==> src/rtl/jackpot_pkg.sv <==
// Shared definitions for the jackpot round sequencer: state encoding,
// LED patterns and the random-start LFSR constants.
package jackpot_pkg;

  typedef enum logic [1:0] {
    S_IDLE = 2'd0,
    S_SCAN = 2'd1,
    S_WIN  = 2'd2,
    S_MISS = 2'd3
  } state_e;

  localparam logic [3:0]  LED_ALL    = 4'b1111;
  localparam logic [3:0]  LED_OFF    = 4'b0000;

  // Galois LFSR x^16+x^14+x^13+x^11+1, right-shifting form
  localparam logic [15:0] LFSR_SEED  = 16'hACE1;
  localparam logic [15:0] LFSR_TAPS  = 16'hB400;

endpackage

==> src/rtl/jackpot_game_ctrl_if.sv <==
// Board-side bundle of the jackpot controller: pushbutton and switches in,
// LEDs and debug status out. master = board/driver side, slave = controller.
interface jackpot_game_ctrl_if #(
  parameter int unsigned LVL_W = 2,
  parameter int unsigned CNT_W = 8
);
  logic             START;
  logic [3:0]       SWITCHES;
  logic [3:0]       LEDS;
  logic [LVL_W-1:0] LEVEL;
  logic [CNT_W-1:0] WIN_COUNT;
  logic             GAME_ACTIVE;

  modport master (
    output START, SWITCHES,
    input  LEDS, LEVEL, WIN_COUNT, GAME_ACTIVE
  );

  modport slave (
    input  START, SWITCHES,
    output LEDS, LEVEL, WIN_COUNT, GAME_ACTIVE
  );
endinterface

==> src/rtl/sw_sync_edge.sv <==
// W-bit two-flop synchroniser for asynchronous board inputs followed by a
// one-clock rising-edge pulse per bit.
module sw_sync_edge #(
  parameter int unsigned W = 1
) (
  input  logic         clk,
  input  logic         rst_n,
  input  logic [W-1:0] d_i,
  output logic [W-1:0] rise_o
);
  logic [W-1:0] meta_q, sync_q, prev_q;

  // Two synchroniser stages plus one delayed copy for edge detection
  always_ff @(posedge clk or negedge rst_n) begin
    if (!rst_n) begin
      meta_q <= '0;
      sync_q <= '0;
      prev_q <= '0;
    end else begin
      meta_q <= d_i;
      sync_q <= meta_q;
      prev_q <= sync_q;
    end
  end

  assign rise_o = sync_q & ~prev_q;
endmodule

==> src/rtl/jackpot_game_ctrl.sv <==
// Jackpot round sequencer: LED scan on a tick enable, synchronised switch
// edges, win/miss scoring with speed level and saturating win counter.
// Optional macro JACKPOT_RANDOM_START_EN: each entry into SCAN starts at a
// pseudo-random LED taken from a free-running 16-bit LFSR.
module jackpot_game_ctrl
  import jackpot_pkg::*;
#(
  parameter int unsigned DIV_BASE   = 31_250_000,
  parameter int unsigned LVL_W      = 2,
  parameter int unsigned WIN_TICKS  = 4,
  parameter int unsigned MISS_TICKS = 2,
  parameter int unsigned CNT_W      = 8
) (
  input logic                CLOCK,
  input logic                RESET_N,
  jackpot_game_ctrl_if.slave bus
);
  localparam int unsigned DIV_W    = (DIV_BASE > 2) ? $clog2(DIV_BASE) : 1;
  localparam int unsigned TICK_MAX = (WIN_TICKS > MISS_TICKS) ? WIN_TICKS : MISS_TICKS;
  localparam int unsigned TCNT_W   = (TICK_MAX > 0) ? $clog2(TICK_MAX + 1) : 1;

  logic [3:0]       sw_rise;
  logic             start_rise;
  logic [1:0]       start_idx;

  state_e           state_q, state_d;
  logic [1:0]       idx_q, idx_d;
  logic [LVL_W-1:0] level_q, level_d;
  logic [CNT_W-1:0] count_q, count_d;
  logic [TCNT_W-1:0] tcnt_q, tcnt_d;
  logic [DIV_W-1:0] div_q, div_d;
  logic [3:0]       leds_q, leds_d;
  logic             active_q, active_d;
  logic             restart;
  logic             tick;
  logic [DIV_W-1:0] div_last;
  logic [3:0]       idx_mask;

  sw_sync_edge #(.W(4)) u_sw_sync (
    .clk    (CLOCK),
    .rst_n  (RESET_N),
    .d_i    (bus.SWITCHES),
    .rise_o (sw_rise)
  );

  sw_sync_edge #(.W(1)) u_start_sync (
    .clk    (CLOCK),
    .rst_n  (RESET_N),
    .d_i    (bus.START),
    .rise_o (start_rise)
  );

`ifdef JACKPOT_RANDOM_START_EN
  logic [15:0] lfsr_q, lfsr_d;

  // Free-running Galois LFSR step
  always_comb begin
    lfsr_d = {1'b0, lfsr_q[15:1]} ^ (lfsr_q[0] ? LFSR_TAPS : 16'h0000);
  end

  // LFSR state register
  always_ff @(posedge CLOCK or negedge RESET_N) begin
    if (!RESET_N) lfsr_q <= LFSR_SEED;
    else          lfsr_q <= lfsr_d;
  end

  assign start_idx = lfsr_q[1:0];
`else
  assign start_idx = 2'd0;
`endif

  // Tick on the terminal count of the level-scaled divider
  always_comb begin
    div_last = DIV_W'((DIV_BASE >> level_q) - 1);
    tick     = (div_q == div_last);
    idx_mask = 4'b0001 << idx_q;
  end

  // Next-state, scoring and registered-output computation
  always_comb begin
    state_d = state_q;
    idx_d   = idx_q;
    level_d = level_q;
    count_d = count_q;
    tcnt_d  = tcnt_q;
    restart = 1'b0;

    if (start_rise) begin
      // START always (re)starts a fresh game, whatever the state
      restart = 1'b1;
      state_d = S_SCAN;
      idx_d   = start_idx;
      level_d = '0;
      count_d = '0;
      tcnt_d  = '0;
    end else begin
      case (state_q)
        S_SCAN: begin
          // Judged against the current idx, so a rise on the tick edge
          // scores against the LED that was lit before the advance
          if ((sw_rise & ~idx_mask) != 4'b0000) begin
            state_d = S_MISS;
            level_d = '0;
            tcnt_d  = '0;
          end else if ((sw_rise & idx_mask) != 4'b0000) begin
            state_d = S_WIN;
            count_d = (&count_q) ? count_q : count_q + 1'b1;
            level_d = (&level_q) ? level_q : level_q + 1'b1;
            tcnt_d  = '0;
          end else if (tick) begin
            idx_d = idx_q + 2'd1;
          end
        end
        S_WIN: begin
          if (tick) begin
            if (tcnt_q == TCNT_W'(WIN_TICKS - 1)) begin
              state_d = S_SCAN;
              idx_d   = start_idx;
              tcnt_d  = '0;
            end else begin
              tcnt_d = tcnt_q + 1'b1;
            end
          end
        end
        S_MISS: begin
          if (tick) begin
            if (tcnt_q == TCNT_W'(MISS_TICKS - 1)) begin
              state_d = S_SCAN;
              idx_d   = start_idx;
              tcnt_d  = '0;
            end else begin
              tcnt_d = tcnt_q + 1'b1;
            end
          end
        end
        default: ;
      endcase
    end

    // Every phase starts a full tick period from zero
    if (restart || (state_d != state_q) || (level_d != level_q) || tick) div_d = '0;
    else                                                                div_d = div_q + 1'b1;

    case (state_d)
      S_SCAN:  leds_d = 4'b0001 << idx_d;
      S_WIN:   leds_d = LED_ALL;
      default: leds_d = LED_OFF;
    endcase
    active_d = (state_d != S_IDLE);
  end

  // Single state/output register bank
  always_ff @(posedge CLOCK or negedge RESET_N) begin
    if (!RESET_N) begin
      state_q  <= S_IDLE;
      idx_q    <= 2'd0;
      level_q  <= '0;
      count_q  <= '0;
      tcnt_q   <= '0;
      div_q    <= '0;
      leds_q   <= LED_OFF;
      active_q <= 1'b0;
    end else begin
      state_q  <= state_d;
      idx_q    <= idx_d;
      level_q  <= level_d;
      count_q  <= count_d;
      tcnt_q   <= tcnt_d;
      div_q    <= div_d;
      leds_q   <= leds_d;
      active_q <= active_d;
    end
  end

  assign bus.LEDS        = leds_q;
  assign bus.LEVEL       = level_q;
  assign bus.WIN_COUNT   = count_q;
  assign bus.GAME_ACTIVE = active_q;
endmodule
==> src/flat_wrapper.sv <==
// flat-port wrapper written by rule: the top's interface ports become plain ports
module jackpot_game_ctrl_flat import jackpot_pkg::*;
#(
  parameter int unsigned DIV_BASE   = 31_250_000,
  parameter int unsigned LVL_W      = 2,
  parameter int unsigned WIN_TICKS  = 4,
  parameter int unsigned MISS_TICKS = 2,
  parameter int unsigned CNT_W      = 8
)
  (CLOCK, RESET_N, bus_START, bus_SWITCHES, bus_LEDS, bus_LEVEL, bus_WIN_COUNT, bus_GAME_ACTIVE);
  jackpot_game_ctrl_if #(.LVL_W(LVL_W), .CNT_W(CNT_W)) bus_i ();
  input logic CLOCK;
  input logic RESET_N;
  input wire logic [$bits(bus_i.START)-1:0] bus_START;
  input wire logic [$bits(bus_i.SWITCHES)-1:0] bus_SWITCHES;
  output wire logic [$bits(bus_i.LEDS)-1:0] bus_LEDS;
  output wire logic [$bits(bus_i.LEVEL)-1:0] bus_LEVEL;
  output wire logic [$bits(bus_i.WIN_COUNT)-1:0] bus_WIN_COUNT;
  output wire logic [$bits(bus_i.GAME_ACTIVE)-1:0] bus_GAME_ACTIVE;
  assign bus_i.START = bus_START;
  assign bus_i.SWITCHES = bus_SWITCHES;
  assign bus_LEDS = bus_i.LEDS;
  assign bus_LEVEL = bus_i.LEVEL;
  assign bus_WIN_COUNT = bus_i.WIN_COUNT;
  assign bus_GAME_ACTIVE = bus_i.GAME_ACTIVE;
  jackpot_game_ctrl #(.DIV_BASE(DIV_BASE), .LVL_W(LVL_W), .WIN_TICKS(WIN_TICKS), .MISS_TICKS(MISS_TICKS), .CNT_W(CNT_W)) u_core (.CLOCK(CLOCK), .RESET_N(RESET_N), .bus(bus_i));
endmodule
==> config.mk <==
export PLATFORM = sky130hd
export DESIGN_NAME = jackpot_game_ctrl_flat
export DESIGN_NICKNAME = d
export VERILOG_FILES = /design/src/rtl/jackpot_pkg.sv /design/src/rtl/jackpot_game_ctrl_if.sv /design/src/rtl/sw_sync_edge.sv /design/src/rtl/jackpot_game_ctrl.sv /design/src/flat_wrapper.sv
export SDC_FILE = /design/constraint.sdc
export NUM_CORES = 1
export LEC_CHECK = 0
export BUFFER_PORTS_ARGS = -buffer_cell sky130_fd_sc_hd__buf_2
export CORE_MARGIN = 10
export CORE_UTILIZATION = 35
export CTS_CLUSTER_SIZE = 8
export DETAILED_ROUTE_END_ITERATION = 10
export GPL_ROUTABILITY_DRIVEN = 1
export SYNTH_ARGS = -nofsm -noshare
export SYNTH_HDL_FRONTEND = slang
export SYNTH_SLANG_ARGS = --single-unit
==> constraint.sdc <==
create_clock -name CLOCK -period 7.1 [get_ports CLOCK]
set_input_delay 0.71 -clock CLOCK [delete_from_list [all_inputs] [get_ports CLOCK]]
set_output_delay 0.71 -clock CLOCK [all_outputs]
set_load 0.01 [all_outputs]
==> results.sh <==
export IMPL_cpMaxStageDelayCell="dfrtp_1"
export IMPL_start_util_pct=35.9
export IMPL_syn_to_final_growth_pct=11.9
export IMPL_rsz0062_at_grt="no"
export IMPL_async_flop_share_pct=100
export IMPL_worstPathRequired_ns=7.33
export IMPL_coreArea_mm2=0.00920
export IMPL_ys_seq_elements=62
export IMPL_arrival_ns=3.99
export IMPL_p_leak_uw=0.00172
export IMPL_antenna_found_initial=0
export IMPL_drt_iter0_markers=74
export IMPL_finClkSkew_ns=0.0127
export IMPL_fin_area_mm2=0.00369
export IMPL_path_class="flip-flop to flip-flop"
export IMPL_p_seq_share_pct=48.2
export IMPL_dieHeight_um=117
export IMPL_max_vdd_ir_drop_uv=135
export IMPL_die_area_mm2=0.0137
export IMPL_nets=381
export IMPL_clk_latency_ns=0.35
export IMPL_netlist_top_cells_area="dfrtp_1 (47%), ha_1 (8.3%), xor2_1 (7.4%)"
export IMPL_tritoncts="done"
export IMPL_crit_chain="inv_1 -> ha_1 -> inv_1 -> ha_1 -> xor2_1 -> o2111ai_1 -> nor3_1 -> nand4_1 -> nor3_1 -> a21boi_0 -> o21ai_0 -> ha_1 -> and2_1 -> a41o_1"
export IMPL_synth_edff_count=0
export IMPL_ctsHoldBuffers=0
export IMPL_synth_yosys_warnings=0
export IMPL_row_count=35
export IMPL_drc=0
export IMPL_syn_inst=324
export IMPL_grtUsageTotal_pct=10.4
export IMPL_ys_top_cells_by_count="dfrtp_1 (62), nor2_1 (45), xor2_1 (28)"
export IMPL_fp_dieW_um=117
export IMPL_cts_setup_buffers=0
export IMPL_hold_class="flip-flop to flip-flop"
export IMPL_internal_power_uw=596
export IMPL_cts_resized=0
export IMPL_fillers=918
export IMPL_dr_pass1_iters=4
export IMPL_synthFlopType="dfrtp_1"
export IMPL_switching_share_pct=32.8
export IMPL_power_switching_uw=291
export IMPL_synth_area_mm2=0.00330
export IMPL_synth_nets=353
export IMPL_yosysMostFrequentCell="dfrtp_1"
export IMPL_setup_violations_final=0
export IMPL_endpoint_kind="flip-flop"
export IMPL_overflow=0
export IMPL_finalHoldViolCount=0
export IMPL_maxCapViolations=0
export IMPL_gp_congestion=0.858
export IMPL_drive_gt1_share_pct=14.0
export IMPL_crit_top_cell="ha_1"
export IMPL_relSlewSlack_pct=42.1
export IMPL_grt_pass1_vias=2365
export IMPL_synth_area_leader_cell="dfrtp_1"
export IMPL_via_per_inst=4.97
export IMPL_ys_types=47
export IMPL_p_clk_share_pct=29.9
export IMPL_clockBufferDepth=2
export IMPL_comb_power_share_pct=21.9
export IMPL_ioPinCount=22
export IMPL_synth_yosys_seq_area_share_pct=47.0
export IMPL_dpl_instance_area_mm2=0.00353
export IMPL_synthDominantCellAreaShare_pct=47.0
export IMPL_status="finished clean"
export IMPL_ant_nets=0
export IMPL_port_buffers=21
export IMPL_max_clock_freq_mhz=266
export IMPL_avgSynthCellArea_um2=10.2
export IMPL_grt_max_degree=63
export IMPL_critPathLaunchType="flip-flop"
export IMPL_fin_crit_ns=3.76
export IMPL_fin_crit_sh_pct=53.0
export IMPL_htree_levels=3
export IMPL_cts_made_buffers=9
export IMPL_wire_per_inst_um=13.9
export IMPL_max_stage_delay_ns=0.59
export IMPL_grt_first_pass_wirelength_um=11200
export IMPL_fin_tns_setup_ns=0
export IMPL_drv_slew=0
export IMPL_hpwl_um=4760
export IMPL_cts_root_buffer_cell="clkbuf_8"
export IMPL_worst_pin_slew_ns=0.868
export IMPL_p_per_area_mw_per_mm2=240
export IMPL_clk_pin_slew_ns=0.07
export IMPL_vias=2324
export IMPL_diodes=0
export IMPL_cp_max_fo=12
export IMPL_routed_wl_um=6520
export IMPL_cts_num_sinks=62
[power by group through the flow]
stage | registers (uW) | logic, uW | clock network (uW)
finish | 427 | 194 | 265
global route | 434 | 222 | 291
CTS | 428 | 199 | 275
detailed placement | 434 | 197 | 0
global placement | 433 | 193 | 0
floorplan | 431 | 139 | 0
[metal layers]
layer  up-vias  part of all wire (%)  wire length [um]  global-route usage [%]
li1       1167                     -                 -                       -
met2        35                    47              3060                    16.3
met5         -                     0                 0                       0
met4         0                   1.8               119                    3.62
met1      1110                    47              3090                    12.8
met3        12                   3.8               248                    3.82
[cells by family (layout without fill, tap and decap cells)]
| group | Yosys count | count (layout) | share of synthesized area (%) |
|---|---|---|---|
| buf+inv | 20 | 53 | 2.43 |
| fa+ha+maj | 22 | 22 | 8.35 |
| mux | 6 | 6 | 1.97 |
| compound gates | 36 | 36 | 8.50 |
| simple gates | 138 | 138 | 21.1 |
| flops | 62 | 62 | 47.0 |
| xor+xnor | 40 | 40 | 10.6 |
[critical path: cells and delay by family (launching register included)]
kind                     cells  cell delay, ns
flip-flops                   1            0.59
buffers and inverters        2            0.24
AO/OA/AOI/OAI                4            0.78
AND/OR/NAND/NOR              4            1.03
adder cells (fa/ha/maj)      3            0.86
XOR/XNOR                     1            0.14
[path summary, 6_finish.rpt]
path,start,endpoint,slack [ns],cells after the start
max in group asynchronous,RESET_N,u_core.bus.WIN_COUNT[6]$_DFFE_PN0P_,6.08,2
setup reg to reg,u_core.bus.LEVEL[0]$_DFF_PN0_,u_core.bus.LEDS[2]$_DFF_PN0_,3.34,14
min in group asynchronous,RESET_N,u_core.div_q[2]$_DFF_PN0_,0.53,2
hold / removal,u_core.u_sw_sync.meta_q[3]$_DFF_PN0_,u_core.u_sw_sync.sync_q[3]$_DFF_PN0_,0.35,0
setup / recovery,u_core.bus.LEVEL[0]$_DFF_PN0_,u_core.bus.LEDS[2]$_DFF_PN0_,3.34,14
hold reg to reg,u_core.u_sw_sync.meta_q[3]$_DFF_PN0_,u_core.u_sw_sync.sync_q[3]$_DFF_PN0_,0.35,0
[cell usage in the layout (no fill, tap or decap), types with 3 or more instances in the layout]
cell and n:
nor2_1 45, nor3_1 6, nor4_1 4, mux2_2 4, xnor2_1 12, dfrtp_1 62, inv_1 14, o21a_1 3
nand3_1 17, nand4_1 5, xor2_1 28, nor2b_1 6, nand2_1 21, clkinv_2 3, o21ai_0 7, buf_2 21
a21oi_1 8, clkbuf_8 9, ha_1 22, nand2b_1 5, and3_1 9, nor3b_1 6
[registers in the layout, indices dropped and copies added (netlist names)]
| name | count |
|---|---|
| u_core.bus.GAME_ACTIVE | 1 |
| u_core.bus.LEDS | 4 |
| u_core.tcnt_q | 3 |
| u_core.u_sw_sync.meta_q | 4 |
| u_core.u_start_sync.meta_q | 1 |
| u_core.state_q | 2 |
| u_core.bus.LEVEL | 2 |
| u_core.u_sw_sync.prev_q | 4 |
| u_core.u_start_sync.prev_q | 1 |
| u_core.div_q | 25 |
| u_core.idx_q | 2 |
| u_core.bus.WIN_COUNT | 8 |
| u_core.u_sw_sync.sync_q | 4 |
| u_core.u_start_sync.sync_q | 1 |
[through the flow]
step	hold WS (ns)	setup WS, ns	total power [uW]	utilization (%)	cells
floorplan	0.331	3.76	570	-	324
CTS	0.352	3.36	902	40.1	468
global placement	0.333	3.57	627	38.3	452
global route	0.363	3.00	947	40.1	468
detailed placement	0.335	3.39	630	38.3	452
finish	0.351	3.34	887	40.1	468
[final cells by class]
type / count / area (um2) / area share (%)
timing repair buffer: 22 / 113 / 3.05
sequential: 62 / 1550 / 42.0
clock buffer: 10 / 128 / 3.46
clock inverter: 6 / 38.8 / 1.05
tap: 111 / 139 / 3.76
multi-input combinational: 242 / 1670 / 45.1
inverter: 15 / 56.3 / 1.52
No activity file was read; power rests on OpenSTA's default activity.
